**src/rtl/uart_cmd_framer_if.sv**
```systemverilog
`default_nettype none
// ============================================================================
// Module   : uart_cmd_framer_if
// Purpose  : Bundles the byte-receiver, command-consumer, response-producer
//            and byte-transmitter signals used by uart_cmd_framer.
// Ports    : rx_rdy/rx_data/clr_rx_rdy      - byte receiver handshake
//            cmd/cmd_rdy/clr_cmd_rdy        - assembled command handshake
//            frame_err                      - partial-command discard pulse
//            resp_vld/resp/resp_busy/resp_sent - response request handshake
//            tx_trmt/tx_data/tx_done        - byte transmitter handshake
// Modports : master - the framer itself
//            slave  - the surrounding receiver/transmitter/consumer logic
// Revision : 1.0 - initial release
// ============================================================================
interface uart_cmd_framer_if #(
  parameter int CMD_BYTES  = 2,
  parameter int RESP_BYTES = 1
);

  logic                    rx_rdy;
  logic [7:0]              rx_data;
  logic                    clr_rx_rdy;
  logic [8*CMD_BYTES-1:0]  cmd;
  logic                    cmd_rdy;
  logic                    clr_cmd_rdy;
  logic                    frame_err;
  logic                    resp_vld;
  logic [8*RESP_BYTES-1:0] resp;
  logic                    resp_busy;
  logic                    resp_sent;
  logic                    tx_trmt;
  logic [7:0]              tx_data;
  logic                    tx_done;

  modport master (
    input  rx_rdy, rx_data, clr_cmd_rdy, resp_vld, resp, tx_done,
    output clr_rx_rdy, cmd, cmd_rdy, frame_err, resp_busy, resp_sent,
           tx_trmt, tx_data
  );

  modport slave (
    output rx_rdy, rx_data, clr_cmd_rdy, resp_vld, resp, tx_done,
    input  clr_rx_rdy, cmd, cmd_rdy, frame_err, resp_busy, resp_sent,
           tx_trmt, tx_data
  );

endinterface
`default_nettype wire

```
**src/rtl/uart_cmd_framer.sv**
```systemverilog
`default_nettype none
// ============================================================================
// Module   : uart_cmd_framer
// Purpose  : Assembles CMD_BYTES received UART bytes into one command word
//            (first byte in the MSBs) with an optional inter-byte timeout,
//            and serialises a RESP_BYTES response word MSB byte first to a
//            byte transmitter. RX and TX paths run independently.
// Ports    : clk  - single clock, posedge
//            rst  - synchronous active-high reset
//            bus  - uart_cmd_framer_if.master (receiver, command, response
//                   and transmitter handshakes)
// Params   : CMD_BYTES   (1..8) bytes per inbound command
//            RESP_BYTES  (1..8) bytes per outbound response
//            TIMEOUT_CYC idle cycles before a partial command is dropped
//                        (0 disables the timeout)
// Revision : 1.0 - initial release
// ============================================================================
module uart_cmd_framer #(
  parameter int CMD_BYTES   = 2,
  parameter int RESP_BYTES  = 1,
  parameter int TIMEOUT_CYC = 0
) (
  input  logic              clk,
  input  logic              rst,
  uart_cmd_framer_if.master bus
);

  localparam int c_CMD_W  = 8 * CMD_BYTES;
  localparam int c_RESP_W = 8 * RESP_BYTES;
  localparam int c_CNT_W  = $clog2(CMD_BYTES) + 1;
  localparam int c_IDX_W  = $clog2(RESP_BYTES) + 1;

  localparam logic [c_CNT_W-1:0] c_CNT_LAST = c_CNT_W'(CMD_BYTES - 1);
  localparam logic [c_IDX_W-1:0] c_IDX_LAST = c_IDX_W'(RESP_BYTES - 1);
  localparam bit                 c_SINGLE   = (CMD_BYTES == 1);

  localparam logic [0:0] c_RX_IDLE  = 1'b0;
  localparam logic [0:0] c_RX_RCVNG = 1'b1;

  localparam logic [1:0] c_TX_IDLE = 2'd0;
  localparam logic [1:0] c_TX_SEND = 2'd1;
  localparam logic [1:0] c_TX_WAIT = 2'd2;

  // --------------------------------------------------------------------------
  // RX path
  // --------------------------------------------------------------------------
  logic [0:0]         r_rx_state;
  logic [c_CNT_W-1:0] r_rx_cnt;
  logic [c_CMD_W-1:0] r_cmd;
  logic               r_cmd_rdy;
  logic               r_frame_err;

  logic [c_CMD_W-1:0] w_frame;     // shift register contents plus current byte
  logic               w_complete;
  logic               w_new_frame;
  logic               w_timeout;

  // Every offered byte is taken immediately; no back-pressure exists.
  assign bus.clr_rx_rdy = bus.rx_rdy;

  assign w_complete  = bus.rx_rdy &&
                       (((r_rx_state == c_RX_IDLE) && c_SINGLE) ||
                        ((r_rx_state == c_RX_RCVNG) && (r_rx_cnt == c_CNT_LAST)));
  assign w_new_frame = bus.rx_rdy && (r_rx_state == c_RX_IDLE) && !c_SINGLE;

  // Only the CMD_BYTES-1 earlier bytes need storing; the last byte is taken
  // straight from rx_data when the command completes.
  generate
    if (CMD_BYTES > 1) begin : g_shift
      logic [c_CMD_W-9:0] r_shift;

      assign w_frame = {r_shift, bus.rx_data};

      always_ff @(posedge clk) begin
        if (rst) begin
          r_shift <= '0;
        end else if (bus.rx_rdy) begin
          r_shift <= w_frame[c_CMD_W-9:0];
        end
      end
    end else begin : g_no_shift
      assign w_frame = bus.rx_data;
    end
  endgenerate

  // Idle-cycle counter: restarts on every byte and outside RCVNG. The
  // terminal test excludes rx_rdy so a byte arriving on that cycle wins.
  generate
    if (TIMEOUT_CYC > 0) begin : g_timeout
      localparam int c_TO_W = (TIMEOUT_CYC > 1) ? $clog2(TIMEOUT_CYC) : 1;
      localparam logic [c_TO_W-1:0] c_TO_LAST = c_TO_W'(TIMEOUT_CYC - 1);

      logic [c_TO_W-1:0] r_idle_cnt;

      assign w_timeout = (r_rx_state == c_RX_RCVNG) && !bus.rx_rdy &&
                         (r_idle_cnt == c_TO_LAST);

      always_ff @(posedge clk) begin
        if (rst) begin
          r_idle_cnt <= '0;
        end else if ((r_rx_state != c_RX_RCVNG) || bus.rx_rdy) begin
          r_idle_cnt <= '0;
        end else begin
          r_idle_cnt <= r_idle_cnt + 1'b1;
        end
      end
    end else begin : g_no_timeout
      assign w_timeout = 1'b0;
    end
  endgenerate

  always_ff @(posedge clk) begin
    if (rst) begin
      r_rx_state  <= c_RX_IDLE;
      r_rx_cnt    <= '0;
      r_frame_err <= 1'b0;
    end else begin
      r_frame_err <= 1'b0;
      case (r_rx_state)
        c_RX_IDLE: begin
          if (bus.rx_rdy && !c_SINGLE) begin
            r_rx_cnt   <= c_CNT_W'(1);
            r_rx_state <= c_RX_RCVNG;
          end
        end
        c_RX_RCVNG: begin
          if (bus.rx_rdy) begin
            if (r_rx_cnt == c_CNT_LAST) begin
              r_rx_cnt   <= '0;
              r_rx_state <= c_RX_IDLE;
            end else begin
              r_rx_cnt <= r_rx_cnt + 1'b1;
            end
          end else if (w_timeout) begin
            // Partial bytes are simply abandoned; cmd/cmd_rdy stay as-is.
            r_rx_cnt    <= '0;
            r_rx_state  <= c_RX_IDLE;
            r_frame_err <= 1'b1;
          end
        end
        default: begin
          r_rx_cnt   <= '0;
          r_rx_state <= c_RX_IDLE;
        end
      endcase
    end
  end

  // cmd_rdy: completion beats start-of-new-frame clear, which beats the
  // consumer acknowledge.
  always_ff @(posedge clk) begin
    if (rst) begin
      r_cmd     <= '0;
      r_cmd_rdy <= 1'b0;
    end else if (w_complete) begin
      r_cmd     <= w_frame;
      r_cmd_rdy <= 1'b1;
    end else if (w_new_frame || bus.clr_cmd_rdy) begin
      r_cmd_rdy <= 1'b0;
    end
  end

  assign bus.cmd       = r_cmd;
  assign bus.cmd_rdy   = r_cmd_rdy;
  assign bus.frame_err = r_frame_err;

  // --------------------------------------------------------------------------
  // TX path
  // --------------------------------------------------------------------------
  logic [1:0]          r_tx_state;
  logic [c_RESP_W-1:0] r_resp;      // shifted left as bytes go out
  logic [c_IDX_W-1:0]  r_idx;
  logic                r_resp_busy;
  logic                r_resp_sent;
  logic                r_tx_trmt;
  logic [7:0]          r_tx_data;

  always_ff @(posedge clk) begin
    if (rst) begin
      r_tx_state  <= c_TX_IDLE;
      r_resp      <= '0;
      r_idx       <= '0;
      r_resp_busy <= 1'b0;
      r_resp_sent <= 1'b0;
      r_tx_trmt   <= 1'b0;
      r_tx_data   <= 8'h00;
    end else begin
      r_tx_trmt   <= 1'b0;
      r_resp_sent <= 1'b0;
      case (r_tx_state)
        c_TX_IDLE: begin
          // A request coinciding with the resp_sent pulse is dropped.
          if (bus.resp_vld && !r_resp_sent) begin
            r_resp      <= bus.resp;
            r_idx       <= '0;
            r_resp_busy <= 1'b1;
            r_tx_state  <= c_TX_SEND;
          end
        end
        c_TX_SEND: begin
          r_tx_trmt  <= 1'b1;
          r_tx_data  <= r_resp[c_RESP_W-1 -: 8];
          r_resp     <= r_resp << 8;
          r_tx_state <= c_TX_WAIT;
        end
        c_TX_WAIT: begin
          // r_tx_trmt is high exactly in the start-pulse cycle, so a
          // tx_done seen then belongs to a previous byte and is ignored.
          if (bus.tx_done && !r_tx_trmt) begin
            if (r_idx == c_IDX_LAST) begin
              r_resp_busy <= 1'b0;
              r_resp_sent <= 1'b1;
              r_tx_state  <= c_TX_IDLE;
            end else begin
              r_idx      <= r_idx + 1'b1;
              r_tx_state <= c_TX_SEND;
            end
          end
        end
        default: begin
          r_resp_busy <= 1'b0;
          r_tx_state  <= c_TX_IDLE;
        end
      endcase
    end
  end

  assign bus.resp_busy = r_resp_busy;
  assign bus.resp_sent = r_resp_sent;
  assign bus.tx_trmt   = r_tx_trmt;
  assign bus.tx_data   = r_tx_data;

endmodule
`default_nettype wire
```
**src/flat_wrapper.sv**
```systemverilog
// flat-port wrapper written by rule: the top's interface ports become plain ports
module uart_cmd_framer_flat 
#(
  parameter int CMD_BYTES   = 2,
  parameter int RESP_BYTES  = 1,
  parameter int TIMEOUT_CYC = 0
)
  (clk, rst, bus_rx_rdy, bus_rx_data, bus_clr_cmd_rdy, bus_resp_vld, bus_resp, bus_tx_done, bus_clr_rx_rdy, bus_cmd, bus_cmd_rdy, bus_frame_err, bus_resp_busy, bus_resp_sent, bus_tx_trmt, bus_tx_data);
  uart_cmd_framer_if #(.CMD_BYTES(CMD_BYTES), .RESP_BYTES(RESP_BYTES)) bus_i ();
  input  logic clk;
  input  logic rst;
  input wire logic [$bits(bus_i.rx_rdy)-1:0] bus_rx_rdy;
  input wire logic [$bits(bus_i.rx_data)-1:0] bus_rx_data;
  input wire logic [$bits(bus_i.clr_cmd_rdy)-1:0] bus_clr_cmd_rdy;
  input wire logic [$bits(bus_i.resp_vld)-1:0] bus_resp_vld;
  input wire logic [$bits(bus_i.resp)-1:0] bus_resp;
  input wire logic [$bits(bus_i.tx_done)-1:0] bus_tx_done;
  output wire logic [$bits(bus_i.clr_rx_rdy)-1:0] bus_clr_rx_rdy;
  output wire logic [$bits(bus_i.cmd)-1:0] bus_cmd;
  output wire logic [$bits(bus_i.cmd_rdy)-1:0] bus_cmd_rdy;
  output wire logic [$bits(bus_i.frame_err)-1:0] bus_frame_err;
  output wire logic [$bits(bus_i.resp_busy)-1:0] bus_resp_busy;
  output wire logic [$bits(bus_i.resp_sent)-1:0] bus_resp_sent;
  output wire logic [$bits(bus_i.tx_trmt)-1:0] bus_tx_trmt;
  output wire logic [$bits(bus_i.tx_data)-1:0] bus_tx_data;
  assign bus_i.rx_rdy = bus_rx_rdy;
  assign bus_i.rx_data = bus_rx_data;
  assign bus_i.clr_cmd_rdy = bus_clr_cmd_rdy;
  assign bus_i.resp_vld = bus_resp_vld;
  assign bus_i.resp = bus_resp;
  assign bus_i.tx_done = bus_tx_done;
  assign bus_clr_rx_rdy = bus_i.clr_rx_rdy;
  assign bus_cmd = bus_i.cmd;
  assign bus_cmd_rdy = bus_i.cmd_rdy;
  assign bus_frame_err = bus_i.frame_err;
  assign bus_resp_busy = bus_i.resp_busy;
  assign bus_resp_sent = bus_i.resp_sent;
  assign bus_tx_trmt = bus_i.tx_trmt;
  assign bus_tx_data = bus_i.tx_data;
  uart_cmd_framer #(.CMD_BYTES(CMD_BYTES), .RESP_BYTES(RESP_BYTES), .TIMEOUT_CYC(TIMEOUT_CYC)) u_core (.clk(clk), .rst(rst), .bus(bus_i));
endmodule
```
**config.mk**
```make
export PLATFORM = sky130hd
export DESIGN_NAME = uart_cmd_framer_flat
export DESIGN_NICKNAME = d
export VERILOG_FILES = /design/src/rtl/uart_cmd_framer_if.sv /design/src/rtl/uart_cmd_framer.sv /design/src/flat_wrapper.sv
export SDC_FILE = /design/constraint.sdc
export NUM_CORES = 1
export LEC_CHECK = 0
export CAP_MARGIN = 15
export CORE_AREA = 2 2 66 74
export CTS_BUF_LIST = sky130_fd_sc_hd__clkbuf_16
export CTS_CLUSTER_DIAMETER = 40
export DETAILED_ROUTE_END_ITERATION = 16
export DIE_AREA = 0 0 68 76
export PLACE_DENSITY = 0.72
export SYNTH_ARGS = -nofsm -noshare
export SYNTH_HDL_FRONTEND = slang
export SYNTH_SLANG_ARGS = --single-unit
export TNS_END_PERCENT = 20
```
**constraint.sdc**
```tcl
create_clock -name clk -period 1 [get_ports clk]
set_input_delay 0.15 -clock clk [delete_from_list [all_inputs] [get_ports clk]]
set_output_delay 0.15 -clock clk [all_outputs]
set_load 0.01 [all_outputs]
```
==> summary.txt <==
Hold path
  • Hold path endpoint: u_core.bus.resp_sent
  • Beginning of the worst hold path: rst
  • Hold Crit Class: input port to flop
  • WHS Path Cells: 3

Outcome
  • Failing checks: negative setup slack
  • Status: finished, violations left

Drt
  • Avg Vias per Cell: 4.82
  • 1st-pass router iterations: 4
  • WL per Instance: 13.0 um
  • Routed WL: 3.82 mm
  • DRC viols: 0
  • Drt initial violations: 70
  • Antenna-violating nets left: 0
  • Total number of vias: 1418

Power and ir drop
  • Psw: 0.929 mW
  • Internal: 3.18 mW
  • Clock network power share: 39.1%
  • Register share of total power: 50.5%
  • Power per cell area: 1650 nW/um2
  • Leakage: 1.06 nW
  • Sw frac: 22.6%
  • Gate power share: 10.4%
  • Worst vdd ir: 1.08 mV
  • PnR Total Power: 4.11 mW

Final layout
  • Fill count: 417
  • Final nets: 259
  • Final Instance Area: 2490 um2
  • Share of cells above drive strength 1: 35.3%
  • Post-layout util: 55.5%
  • Antenna diodes: 0
  • P&R area growth vs syn: 42.7%

GRT
  • Pin count of the biggest net entering global routing: 29
  • GR Util All Layers: 14.9%
  • First-pass GRT wire length: 5.94 mm
  • Grt total ovfl: 0
  • Vias in the first global route: 1352
  • Antenna violations before repair: 0

Setup path
  • RR Endpoint: u_core.r_resp[7]
  • CP arrival: 1.36 ns
  • Worst R2R Start: u_core.r_tx_state[0]
  • Worst setup SP type: flop
  • CP required: 1.23 ns
  • Worst R2R Path Depth: 3
  • Crit-path max FO: 6
  • Worst setup EP type: flop
  • Crit Path Class: flop to flop
  • Setup slack, reg-to-reg: -0.13 ns

Yosys
  • Cell Area, Synth: 1750 um2
  • Synth Instances: 173
  • Synthesis-stage register bit count: 49
  • Ys flop type: dfxtp_1
  • Syn_area_per_cell: 10.1 um2
  • Syn_nets: 195
  • Post-synthesis sequential area ratio: 56.2%
  • Yosys cell types: 30
  • EDFF count, synth: 0
  • Ys Warns: 0
  • Async set-reset flop share out of synthesis: 0%

Floorplanning
  • Die ar.: 5170 um2
  • Effective utilization at floorplan: 38.9%
  • Core Region: 4490 um2
  • DIE HEIGHT: 76 um
  • # IOs: 52
  • Die width: 68 um
  • Num rows: 26

Clock network
  • Post-CTS Hold Buffers: 0
  • Clk sinks: 49
  • Worst-Skew Late Latency: 0.28 ns
  • Maximum clock path buffer count: 2
  • H-tree depth: 2
  • CTS tree: done
  • CTS Buf Count: 5
  • Root buf cell: clkbuf_16
  • Clk slew on worst S/H paths: 0.06 ns

STA
  • Final hold viol count: 0
  • Worst Slack Setup Final: -0.127 ns
  • Hold Slack: 0.252 ns
  • Fmax: 887 MHz
  • Worst Clk Skew: 0.00399 ns
  • Setup TNS: -1.12 ns
  • RSZ-0062 raised after global routing: true
  • Final Critical Period: 1.13 ns
  • Fin crit share: 113%
  • Final setup vio count: 26
  • Max Slew Vio Count: 0

Job
  • Max Cap Viol: 0

Placed design
  • Global placement routability congestion: 0.748
  • DP Area: 2400 um2
  • PortBufs: 50
  • HPWL after DPL: 2.47 mm
-- repair_timing --
item                       in CTS  in global routing
resized for setup              98                 35
setup endpoints to repair      72                 59
pin swaps                       4                  3
buffers inserted                0                  0
gates cloned                    0                  1
-- synthesized netlist by cell type (2+ instances only) --
cell type / number / area [um2]
a21oi_1: 19 / 95.1
clkbuf_1: 3 / 11.3
nor2_1: 10 / 37.5
buf_2: 3 / 15.0
inv_1: 3 / 11.3
mux2i_1: 10 / 100
o21ai_0: 3 / 15.0
nand3b_1: 2 / 15.0
nand2b_1: 2 / 12.5
dfxtp_1: 49 / 981
nor3b_4: 2 / 37.5
buf_4: 3 / 22.5
nor3_1: 2 / 10.0
nand2_1: 32 / 120
nor2b_1: 2 / 12.5
a22o_1: 14 / 123
-- area by class of cell --
| type | count | area, um2 | share of cell area (%) |
|---|---|---|---|
| repair buffers | 67 | 544 | 21.8 |
| inverters | 3 | 11.3 | 0.452 |
| well taps | 56 | 70.1 | 2.81 |
| clock buffers | 5 | 125 | 5.02 |
| clock inverters | 3 | 17.5 | 0.703 |
| flip-flops and latches | 49 | 1000 | 40.3 |
| multi-input cells | 111 | 718 | 28.8 |
-- power groups by stage --
stage / logic (mW) / registers (mW) / clock network, mW
2_1_floorplan: 0.196 / 2.12 / 0
3_3_place_gp: 0.428 / 2.12 / 0
3_5_place_dp: 0.432 / 2.12 / 0
4_1_cts: 0.427 / 2.08 / 1.65
5_1_grt: 0.466 / 2.08 / 1.75
6_report: 0.425 / 2.08 / 1.61
-- layout by cell type (no fill, tap or decap), types with 3 or more instances in the layout --
| cell type | n |
|---|---|
| a22o_1 | 14 |
| clkbuf_16 | 5 |
| a21oi_1 | 13 |
| dfxtp_1 | 32 |
| inv_1 | 3 |
| clkdlybuf4s15_2 | 4 |
| dlygate4sd2_1 | 4 |
| nor2_1 | 10 |
| clkdlybuf4s50_1 | 18 |
| a21oi_2 | 7 |
| o21ai_0 | 3 |
| nand2_1 | 32 |
| mux2i_1 | 10 |
| buf_4 | 14 |
| dfxtp_2 | 16 |
| buf_2 | 22 |
-- worst max-delay path, cell delays in order, from the launching register on --
cell     delay, ns
dfxtp_1       0.33
or2_2         0.32
o22ai_2       0.23
a22o_1        0.19
-- cell families (layout without fill, tap and decap cells) --
kind of cell | count (synthesis) | count (layout) | synth area share (%)
buffers and inverters | 14 | 78 | 4.87
flip-flops | 49 | 49 | 56.2
AO/OA/AOI/OAI | 39 | 40 | 15.1
other | 1 | 1 | 0.215
AND/OR/NAND/NOR | 60 | 60 | 17.9
multiplexers | 10 | 10 | 5.73
-- routing by layer --
metal	track usage, %	wire length (um)	vias up
met4	6.00	63	0
met5	0	0	-
met2	24.2	1800	46
li1	-	-	714
met3	5.32	296	6
met1	17.6	1650	652
-- worst max path at each step --
stage | startpoint | endpoint | slack, ns
after detailed placement | bus_resp_vld | u_core.r_resp[7] | -0.45
after global placement | rst | u_core.bus.tx_data[1] | -0.41
after floorplan | u_core.bus.resp_sent | u_core.r_resp[0] | -0.09
after CTS | u_core.bus.resp_sent | u_core.r_resp[7] | -0.14
final | u_core.r_tx_state[0] | u_core.r_resp[7] | -0.13
after global routing | u_core.bus.resp_sent | u_core.r_resp[1] | -0.19
-- flip-flops by register name, indices dropped and copies added, names as in the netlist --
register and cells:
u_core.r_resp 8, u_core.r_rx_cnt 2, u_core.bus.tx_data 8, u_core.bus.resp_busy 1
u_core.bus.cmd 16, u_core.r_tx_state 2, u_core.bus.cmd_rdy 1, u_core.bus.resp_sent 1
u_core.bus.tx_trmt 1, u_core.r_rx_state 1, u_core.g_shift.r_shift 8
-- stage by stage --
step / setup WS, ns / instances
after floorplan: -0.0892 / 173
after global routing: -0.194 / 294
after detailed placement: -0.449 / 285
after CTS: -0.136 / 293
final: -0.127 / 294
after global placement: -0.412 / 285
(Power assumes the default switching activity.)
